### config.mk
export PLATFORM = sky130hd
export DESIGN_NAME = opc5ls_intc_flat
export DESIGN_NICKNAME = d
export VERILOG_FILES = /design/src/rtl/opc5ls_intc_pkg.sv /design/src/rtl/opc5ls_intc_if.sv /design/src/rtl/opc5ls_intc_prio.sv /design/src/rtl/opc5ls_intc.sv /design/src/flat_wrapper.sv
export SDC_FILE = /design/constraint.sdc
export NUM_CORES = 1
export LEC_CHECK = 0
export ABC_AREA = 1
export CAP_MARGIN = 20
export CORE_AREA = 3 3 85 87
export CTS_BUF_LIST = sky130_fd_sc_hd__clkbuf_8
export DETAILED_ROUTE_END_ITERATION = 8
export DIE_AREA = 0 0 88 90
export DONT_BUFFER_PORTS = 1
export GPL_ROUTABILITY_DRIVEN = 1
export GPL_TIMING_DRIVEN = 0
export MAX_ROUTING_LAYER = met4
export SLEW_MARGIN = 5
export SYNTH_ARGS = -nofsm -noshare
export SYNTH_HDL_FRONTEND = slang
export SYNTH_SLANG_ARGS = --single-unit
### constraint.sdc
create_clock -name clk -period 2.7 [get_ports clk]
set_input_delay 0.54 -clock clk [delete_from_list [all_inputs] [get_ports clk]]
set_output_delay 0.54 -clock clk [all_outputs]
set_load 0.005 [all_outputs]
### src/rtl/opc5ls_intc_pkg.sv
// Shared definitions for the OPC5LS interrupt controller: register offsets,
// FSM state encodings and the "nothing to claim" read value.
package opc5ls_intc_pkg;

  localparam logic [2:0] OFS_PENDING = 3'd0;
  localparam logic [2:0] OFS_MASK    = 3'd1;
  localparam logic [2:0] OFS_EDGE    = 3'd2;
  localparam logic [2:0] OFS_CLAIM   = 3'd3;
  localparam logic [2:0] OFS_EOI     = 3'd4;
  localparam logic [2:0] OFS_STATUS  = 3'd5;

  localparam logic [15:0] CLAIM_NONE = 16'hFFFF;

  typedef enum logic [1:0] {
    ST_IDLE      = 2'd0,
    ST_ASSERT    = 2'd1,
    ST_INSERVICE = 2'd2
  } state_t;

endpackage

### src/rtl/opc5ls_intc_if.sv
// CPU register bus of the interrupt controller.
// Bus semantics: a register access happens on a rising clk edge while cs=1;
// rnw selects read (1) or write (0). There is no ready: every access completes
// in the cycle it is presented. rdata is combinational from cs and address.
interface opc5ls_intc_if;
  logic        cs;
  logic [2:0]  address;
  logic        rnw;
  logic [15:0] wdata;
  logic [15:0] rdata;

  modport master (output cs, output address, output rnw, output wdata, input rdata);
  modport slave  (input cs, input address, input rnw, input wdata, output rdata);
endinterface

### src/rtl/opc5ls_intc_prio.sv
// Lowest-index-first priority encoder: bit 0 wins.
module opc5ls_intc_prio #(
  parameter int NSRC = 8
) (
  input  logic [NSRC-1:0] req,
  output logic            valid,
  output logic [3:0]      id
);

  // Scan from the top down so the lowest set index is the last one written.
  always_comb begin
    valid = |req;
    id    = 4'd0;
    for (int i = NSRC - 1; i >= 0; i--) begin
      if (req[i]) id = 4'(i);
    end
  end

endmodule

### src/rtl/opc5ls_intc.sv
// OPC5LS interrupt controller: pending/mask/edge registers, claim/EOI FSM and
// a registered active-low interrupt to the CPU.
// Optional build macro INTC_SYNC_EN: adds a 2-flop synchronizer on irq.
module opc5ls_intc
  import opc5ls_intc_pkg::*;
#(
  parameter int NSRC = 8
) (
  input  logic            clk,
  input  logic            reset,
  input  logic [NSRC-1:0] irq,
  opc5ls_intc_if.slave    bus,
  output logic            int_b,
  output state_t          dbg_state
);

  logic [NSRC-1:0] irq_s;
  logic [NSRC-1:0] irq_prev;
  logic [NSRC-1:0] pending;
  logic [NSRC-1:0] mask;
  logic [NSRC-1:0] edge_mode;
  logic [NSRC-1:0] pending_nxt;
  logic [NSRC-1:0] edge_det;
  logic [NSRC-1:0] active;
  logic [NSRC-1:0] w1c_clr;
  logic [NSRC-1:0] claim_clr;
  logic [3:0]      ins_id;
  logic            prio_valid;
  logic [3:0]      prio_id;
  state_t          state;
  state_t          state_nxt;

  logic wr_en;
  logic rd_en;
  logic claim_fire;
  logic eoi_wr;
  logic wdata_unused;

  // Upper write-data bits are meaningless when NSRC < 16 and EOI ignores the value.
  assign wdata_unused = ^bus.wdata;

`ifdef INTC_SYNC_EN
  logic [NSRC-1:0] sync1;
  logic [NSRC-1:0] sync2;

  // Two-flop synchronizer; preloaded with irq during reset so release sees no edge.
  always_ff @(posedge clk) begin
    if (reset) begin
      sync1 <= irq;
      sync2 <= irq;
    end else begin
      sync1 <= irq;
      sync2 <= sync1;
    end
  end

  assign irq_s = sync2;
`else
  assign irq_s = irq;
`endif

  assign wr_en      = bus.cs & ~bus.rnw;
  assign rd_en      = bus.cs & bus.rnw;
  assign eoi_wr     = wr_en && (bus.address == OFS_EOI);
  assign claim_fire = rd_en && (bus.address == OFS_CLAIM) && (state == ST_ASSERT) && prio_valid;
  assign edge_det   = irq_s & ~irq_prev;
  assign active     = pending & mask;
  assign w1c_clr    = (wr_en && (bus.address == OFS_PENDING)) ? bus.wdata[NSRC-1:0] : '0;
  assign dbg_state  = state;

  opc5ls_intc_prio #(.NSRC(NSRC)) u_prio (
    .req   (active),
    .valid (prio_valid),
    .id    (prio_id)
  );

  // One-hot of the claimed source, restricted to edge sources.
  always_comb begin
    claim_clr = '0;
    for (int i = 0; i < NSRC; i++) begin
      claim_clr[i] = claim_fire && (prio_id == 4'(i)) && edge_mode[i];
    end
  end

  // Edge sources are sticky with clears losing to a new edge; level sources track irq.
  always_comb begin
    pending_nxt = (edge_mode & (edge_det | (pending & ~(w1c_clr | claim_clr))))
                | (~edge_mode & irq_s);
  end

  // Configuration, pending and edge-history registers.
  always_ff @(posedge clk) begin
    if (reset) begin
      pending   <= '0;
      mask      <= '0;
      edge_mode <= '0;
      irq_prev  <= irq;
    end else begin
      pending  <= pending_nxt;
      irq_prev <= irq_s;
      if (wr_en && (bus.address == OFS_MASK)) mask      <= bus.wdata[NSRC-1:0];
      if (wr_en && (bus.address == OFS_EDGE)) edge_mode <= bus.wdata[NSRC-1:0];
    end
  end

  // Claim/EOI next-state logic.
  always_comb begin
    state_nxt = state;
    case (state)
      ST_IDLE: begin
        if (|active) state_nxt = ST_ASSERT;
      end
      ST_ASSERT: begin
        if (claim_fire)    state_nxt = ST_INSERVICE;
        else if (~|active) state_nxt = ST_IDLE;
      end
      ST_INSERVICE: begin
        if (eoi_wr) state_nxt = ST_IDLE;
      end
      default: state_nxt = ST_IDLE;
    endcase
  end

  // State, in-service id and the registered interrupt line.
  always_ff @(posedge clk) begin
    if (reset) begin
      state  <= ST_IDLE;
      int_b  <= 1'b1;
      ins_id <= 4'd0;
    end else begin
      state <= state_nxt;
      int_b <= (state_nxt != ST_ASSERT);
      if (claim_fire) ins_id <= prio_id;
    end
  end

  // Combinational register read mux.
  always_comb begin
    bus.rdata = 16'h0000;
    if (bus.cs) begin
      case (bus.address)
        OFS_PENDING: bus.rdata = 16'(pending);
        OFS_MASK:    bus.rdata = 16'(mask);
        OFS_EDGE:    bus.rdata = 16'(edge_mode);
        OFS_CLAIM:   bus.rdata = ((state == ST_ASSERT) && prio_valid) ? {12'h000, prio_id} : CLAIM_NONE;
        OFS_EOI:     bus.rdata = {12'h000, ins_id};
        OFS_STATUS:  bus.rdata = {14'b0, state};
        default:     bus.rdata = 16'h0000;
      endcase
    end
  end

endmodule

### src/flat_wrapper.sv
// flat-port wrapper written by rule: the top's interface ports become plain ports
module opc5ls_intc_flat import opc5ls_intc_pkg::*;
#(
  parameter int NSRC = 8
)
  (clk, reset, irq, int_b, dbg_state, bus_cs, bus_address, bus_rnw, bus_wdata, bus_rdata);
  opc5ls_intc_if bus_i ();
  input  logic clk;
  input  logic reset;
  input  logic [NSRC-1:0] irq;
  output logic int_b;
  output state_t dbg_state;
  input wire logic [$bits(bus_i.cs)-1:0] bus_cs;
  input wire logic [$bits(bus_i.address)-1:0] bus_address;
  input wire logic [$bits(bus_i.rnw)-1:0] bus_rnw;
  input wire logic [$bits(bus_i.wdata)-1:0] bus_wdata;
  output wire logic [$bits(bus_i.rdata)-1:0] bus_rdata;
  assign bus_i.cs = bus_cs;
  assign bus_i.address = bus_address;
  assign bus_i.rnw = bus_rnw;
  assign bus_i.wdata = bus_wdata;
  assign bus_rdata = bus_i.rdata;
  opc5ls_intc #(.NSRC(NSRC)) u_core (.clk(clk), .reset(reset), .irq(irq), .bus(bus_i), .int_b(int_b), .dbg_state(dbg_state));
endmodule
==> impl_metrics.ini, run 1 <==
[timing]
slew_headroom_pct = 46.3
worst_pin_slew_ns = 0.802
clock_skew_ns = 0.00686
worst_slack_ns = 0.245
hold_viol = 0
fin_setup_tns_ns = 0
setup_viol_count_final = 0
fmax_mhz = 407
post-route-period-util_pct = 90.9
finalCriticalPeriod_ns = 2.46
drv_slew = 0
rsz0062_at_grt = false

[cells_and_area]
antenna_cells = 0
drive_gt1_share_pct = 14.1
syn_to_final_growth_pct = 11.0
fillers = 687
fin_nets = 320
instances_no_fill = 367

[setup_path]
startpoint_type = register
path_cells = nand2_2 > nand2_2 > nor2_2 > nand2_1 > nand3_1 > nand2_2 > nor2_2 > buf_4
rr_startpoint = u_core.pending[0]$_SDFF_PP0_
critPathKind = register to primary output
path_depth = 8
critPathMaxFanout = 9
reg2regPathDepth = 9
critical-path-max-stage-delay_ns = 0.34
path_common_cell = nand2_2
cpMaxStageDelayCell = dfxtp_1
cp.buffers_inverters = 1
path_delay_family = simple AND/OR/NAND/NOR gates
worstSetupStartpoint = u_core.pending[0]$_SDFF_PP0_
cp.arrival_ns = 1.92
critPathCaptureType = primary output
cp_data_required_time_ns = 2.16

[global_route]
overflow = 0
grt_use_met1_pct = 19.3
grt_usage_pct = 14.3
grt_pass1_wl_um = 8560
top_usage_layer = met2
grt_max_degree = 14
antenna_found_initial = 0
met2_usage_pct = 21.0
grt_pass1_vias = 1716
grtUsageMet3_pct = 4.30

[place]
place.gp.congestion = 0.888
port_buffers = 0
post-dp-hpwl_um = 4000
dpl.cell_count = 359
place_ws_ns = 0.300

[worst_hold_path]
hold_start = irq[4]
hold_depth = 0
min_path_type = input port to register

[synth]
synthCells = 282
yosysTopAreaCell = dfxtp_1
synthDominantCellAreaShare_pct = 39.2
postSynthAreaPerCell_um2 = 6.89
yosys_warnings = 0
ys_seq_area_share_pct = 39.2
ys_top_cells_by_area = dfxtp_1 39%, nand2_1 14%, nand3_1 6.7%, nor2_1 6.4%, o21ai_0 5.7%
syn_nets = 313
ys_ff_latch = 38
synth_cell_types = 25
synth_area_um2 = 1940

[floorplan]
core-area_um2 = 6420
initial_core_util_pct = 30.2
dieArea_um2 = 7920
dieWidth_um = 88
io_pins = 50
rows = 29
dieHeight_um = 90

[flow_run]
drv_cap = 0

[clock_network]
clk_root_buffer_cell = clkbuf_8
cts_tree = built
h-tree-depth = 2
cts_buffers = 5
path_clk_slew_ns = 0.08
insertion_delay_ns = 0.29
cts_hold_buf = 0
cts_buffer_depth = 2
clock-sinks = 38

[route]
wl_um = 5500
drc = 0
post_drt_wl_per_cell_um = 15.0
drtIter0Drc = 99
vias = 1829
antenna_left = 0
dr.pass1.iters = 5
vias_per_cell = 4.98

[pwr]
p_seq_share_pct = 50.5
p_comb_share_pct = 7.2
p_total_uw = 1170
max-vdd-ir-drop_v = 0.000300
p_int_uw = 881
power.density_nw_per_um2 = 545
p_leak_uw = 0.000898
clkPwrFrac_pct = 42.3
swShare_pct = 24.9
p_switching_uw = 293

[run_status]
status = completed
==> power by group through the flow <==
stage / Clock (uW) / Combinational (uW) / Sequential (uW)
detailed placement: 0 / 85.1 / 605
global placement: 0 / 83.9 / 605
finish: 496 / 84.9 / 593
CTS: 504 / 85.3 / 592
global route: 523 / 95.8 / 595
floorplan: 0 / 64.0 / 602
==> cells by family (layout without fill, tap and decap cells) <==
logic type / count (synthesis) / count (layout) / synth area share [%]
AND/OR/NAND/NOR: 154 / 154 / 36.0
AO/OA/AOI/OAI: 48 / 48 / 14.4
buffers and inverters: 42 / 50 / 10.4
flip-flops: 38 / 38 / 39.2
==> area by class of cell <==
type	instances	area [um2]	area share (%)
Clock inverter	3	45.0	2.09
Clock buffer	5	68.8	3.19
Buffer	12	88.8	4.12
Tap cell	77	96.3	4.47
Sequential cell	38	761	35.3
Inverter	30	114	5.28
Multi-Input combinational cell	202	981	45.5
==> synth_stat cells, drive strengths merged <==
master / number
o211ai: 1
a21oi: 15
clkinv: 1
clkbuf: 1
dfxtp: 38
buf: 11
nor3: 4
a31oi: 3
nor2: 41
a41oi: 6
inv: 29
o21ai: 23
nand3: 26
nand2: 79
nand4: 4
==> cell usage in the layout, fill, tap and decap left out <==
cell type   netlist  final
a21oi_1          14     14
a21oi_4           1      1
inv_1            26     26
nor2_4            4      4
nor3_2            1      1
o21ai_1           1      1
buf_6             2      2
nand2_2           5      5
buf_4             7      7
o211ai_1          1      1
a31oi_1           3      3
nand2_1          72     72
inv_2             3      3
nor3_1            3      3
nor2_2            4      5
o21ai_0          22     22
buf_2             2      2
clkbuf_1          1      1
nand4_1           4      4
nand2_4           2      2
clkbuf_8          0      5
a41oi_1           6      6
clkinv_2          1      1
bufinv_16         0      1
nor2_1           33     32
dfxtp_1          38     38
clkinvlp_4        0      2
nand3_1          26     26
==> routing by layer <==
| metal | up-vias | part of all wire [%] |
|---|---|---|
| li1 | 926 | - |
| met1 | 823 | 44 |
| met2 | 75 | 44 |
| met3 | 5 | 11 |
| met4 | 0 | 0.62 |
| met5 | - | 0 |
==> sequential cells by signal, summed over array words and instances, names as in the netlist <==
name / cells
u_core.dbg_state: 2
u_core.edge_mode: 8
u_core.ins_id: 3
u_core.int_b: 1
u_core.irq_prev: 8
u_core.mask: 8
u_core.pending: 8
==> through the flow <==
step	cell area (um2)	hold WS (ns)	utilization, %
after floorplan	1940	0.452	-
after global placement	2040	0.482	31.7
after detailed placement	2040	0.480	31.7
after CTS	2150	0.259	33.5
after global routing	2150	0.249	33.5
final	2150	0.263	33.5
==> final timing paths <==
| check | endpoint | slack, ns |
|---|---|---|
| worst min-delay path | u_core.irq_prev[4]$_DFF_P_ | 0.26 |
| worst max-delay path | bus_rdata[13] | 0.24 |
| worst max register to register | u_core.pending[3]$_SDFF_PP0_ | 1.17 |
| worst min register to register | u_core.edge_mode[2]$_SDFFE_PP0P_ | 0.49 |
==> timing repair <==
item	4_1_cts	5_1_grt
setup endpoints to repair	0	7
setup buffers	0	0
gates resized for setup	0	1
endpoints found under the hold margin	0	0
Power figures use the tool's default switching activity.
==> run 2, diff against run 1 <==
--- a/config.mk
+++ b/config.mk
@@ -15,7 +15,6 @@
 export GPL_ROUTABILITY_DRIVEN = 1
 export GPL_TIMING_DRIVEN = 0
 export MAX_ROUTING_LAYER = met4
-export SLEW_MARGIN = 5
 export SYNTH_ARGS = -nofsm -noshare
 export SYNTH_HDL_FRONTEND = slang
 export SYNTH_SLANG_ARGS = --single-unit
==> results of run 2 <==
Final layout, timing and power as in run 1 (identical DEF).
==> run 3, diff against run 2 <==
--- a/config.mk
+++ b/config.mk
@@ -7,10 +7,10 @@
 export LEC_CHECK = 0
 export ABC_AREA = 1
 export CAP_MARGIN = 20
-export CORE_AREA = 3 3 85 87
+export CORE_AREA = 3 3 67 69
 export CTS_BUF_LIST = sky130_fd_sc_hd__clkbuf_8
 export DETAILED_ROUTE_END_ITERATION = 8
-export DIE_AREA = 0 0 88 90
+export DIE_AREA = 0 0 70 72
 export DONT_BUFFER_PORTS = 1
 export GPL_ROUTABILITY_DRIVEN = 1
 export GPL_TIMING_DRIVEN = 0
==> run 3 against run 2 <==
Effect of this change:
- combinational power increased by 0.9%
- first-iteration DRC count grew 110%
- utilization rose by 19 points
- maximum frequency is 0.33% lower
- hold slack better by 0.0062 ns
- clock skew is 0.0016 ns higher
- global-route usage increased by 8.3 points
- sequential share of layout area is 1.2 points higher
- clock power down 27%
- setup slack got worse by 0.0081 ns
==> impl_metrics.ini, run 3 (same netlist as run 1, synthesis figures left out) <==
[run_status]
status = completed

[place]
port_buffers = 0
post-dp-hpwl_um = 3790
dpl.cell_count = 332
place.gp.congestion = 0.877
place_ws_ns = 0.357

[setup_path]
reg2reg_slack_ns = 1.13
path_common_cell = nand2_2
cpMaxStageDelayCell = dfxtp_1
critPathMaxFanout = 9
startpoint_type = register
critPathCaptureType = primary output
r2r-end = u_core.pending[3]$_SDFF_PP0_
rr_startpoint = u_core.pending[0]$_SDFF_PP0_
critical-path-max-stage-delay_ns = 0.34
critPathKind = register to primary output
cp_data_required_time_ns = 2.16
cp.arrival_ns = 1.92
reg2regPathDepth = 9
path_cells = nand2_2 > nand2_2 > nor2_2 > nand2_1 > nand3_1 > nand2_2 > nor2_2 > buf_4

[timing]
worst_pin_slew_ns = 0.782
fin_setup_tns_ns = 0
drv_slew = 0
finalCriticalPeriod_ns = 2.46
worst_slack_ns = 0.237
whs_ns = 0.269
hold_viol = 0
clock_skew_ns = 0.00846
slew_headroom_pct = 47.6
fmax_mhz = 406
post-route-period-util_pct = 91.2
setup_viol_count_final = 0
rsz0062_at_grt = false

[global_route]
grt_use_met1_pct = 30.1
grt_max_degree = 11
grt_pass1_wl_um = 8520
grtUsageMet3_pct = 5.26
met2_usage_pct = 35.0
grt_usage_pct = 22.6
top_usage_layer = met2
antenna_found_initial = 0
overflow = 0
grt_pass1_vias = 1695

[clock_network]
cts_buffers = 5
path_clk_slew_ns = 0.08
cts_tree = built
clk_root_buffer_cell = clkbuf_8
h-tree-depth = 2
cts_hold_buf = 0
postCtsSetupBuffers = 0
cts_buffer_depth = 2
insertion_delay_ns = 0.29
clock-sinks = 38

[flow_run]
drv_cap = 0

[floorplan]
rows = 23
dieArea_um2 = 5040
dieHeight_um = 72
io_pins = 50
dieWidth_um = 70
initial_core_util_pct = 48.9
core-area_um2 = 3970

[route]
vias_per_cell = 5.40
vias = 1830
drc = 0
dr.pass1.iters = 4
wl_um = 5340
post_drt_wl_per_cell_um = 15.7
antenna_left = 0
drtIter0Drc = 206

[worst_hold_path]
hold_start = irq[5]
hold_depth = 0
min_path_type = input port to register
hold_end = u_core.irq_prev[5]$_DFF_P_

[cells_and_area]
antenna_cells = 0
drive_gt1_share_pct = 13.1
layout_commonest_cell = nand2_1
instances_no_fill = 339
layout_common_cells = 72 x nand2_1, 38 x dfxtp_1, 32 x nor2_1, 28 x inv_1, 26 x nand3_1
fin_nets = 320
syn_to_final_growth_pct = 7.28

[pwr]
p_leak_uw = 0.000894
max-vdd-ir-drop_v = 0.000288
power.density_nw_per_um2 = 500
==> run 3: changes by cell type in the layout (fill, tap and decap cells not counted) <==
cell / previous run / this run
clkinvlp_4: 2 / 0
bufinv_16: 1 / 0
inv_1: 26 / 28
==> run 3: worst max-delay path, delay by kind of cell (launching register included) <==
| family | cells | cell delay (ns) |
|---|---|---|
| buf+inv | 1 | 0.17 |
| simple gates | 7 | 1.12 |
| flops | 1 | 0.34 |
==> run 3: where the power goes <==
| part | internal [uW] | switching (uW) |
|---|---|---|
| Clock | 170 | 194 |
| Combinational | 26.9 | 58.8 |
| Sequential | 580 | 12.7 |
==> run 3: what timing repair did <==
item                                   CTS  global route
endpoints found under the hold margin    0             0
resized for setup                        0             1
setup endpoints to repair                0             7
==> run 3: how the worst max path moves through the flow <==
stage	slack, ns	start	depth (start not counted)	endpoint
floorplan	0.69	bus_address[2]	6	bus_rdata[0]
global placement	0.35	bus_address[2]	6	bus_rdata[0]
detailed placement	0.36	bus_address[2]	6	bus_rdata[0]
CTS	0.11	u_core.pending[0]$_SDFF_PP0_	8	bus_rdata[13]
global route	0.06	u_core.pending[0]$_SDFF_PP0_	8	bus_rdata[10]
finish	0.24	u_core.pending[0]$_SDFF_PP0_	8	bus_rdata[13]
==> run 3: through the flow <==
stage / power (uW) / utilization, % / instance area (um2)
final: 1040 / 52.5 / 2080
after global placement: 689 / 50.5 / 2000
after global routing: 1080 / 52.5 / 2080
after CTS: 1050 / 52.4 / 2080
after detailed placement: 690 / 50.5 / 2000
after floorplan: 666 / - / 1940
==> run 3: layout make-up <==
| type | instances | area, um2 |
|---|---|---|
| inverter | 30 | 114 |
| clock buffer | 5 | 68.8 |
| fill | 436 | 1890 |
| sequential | 38 | 761 |
| buffer | 12 | 88.8 |
| clock inverter | 2 | 7.51 |
| multi-input combinational | 202 | 981 |
| tap | 50 | 62.6 |
==> run 3: metal layers <==
| metal | vias to the layer above | wire (um) |
|---|---|---|
| li1 | 924 | - |
| met1 | 837 | 2380 |
| met2 | 63 | 2480 |
| met3 | 6 | 442 |
| met4 | 0 | 41 |
| met5 | - | 0 |
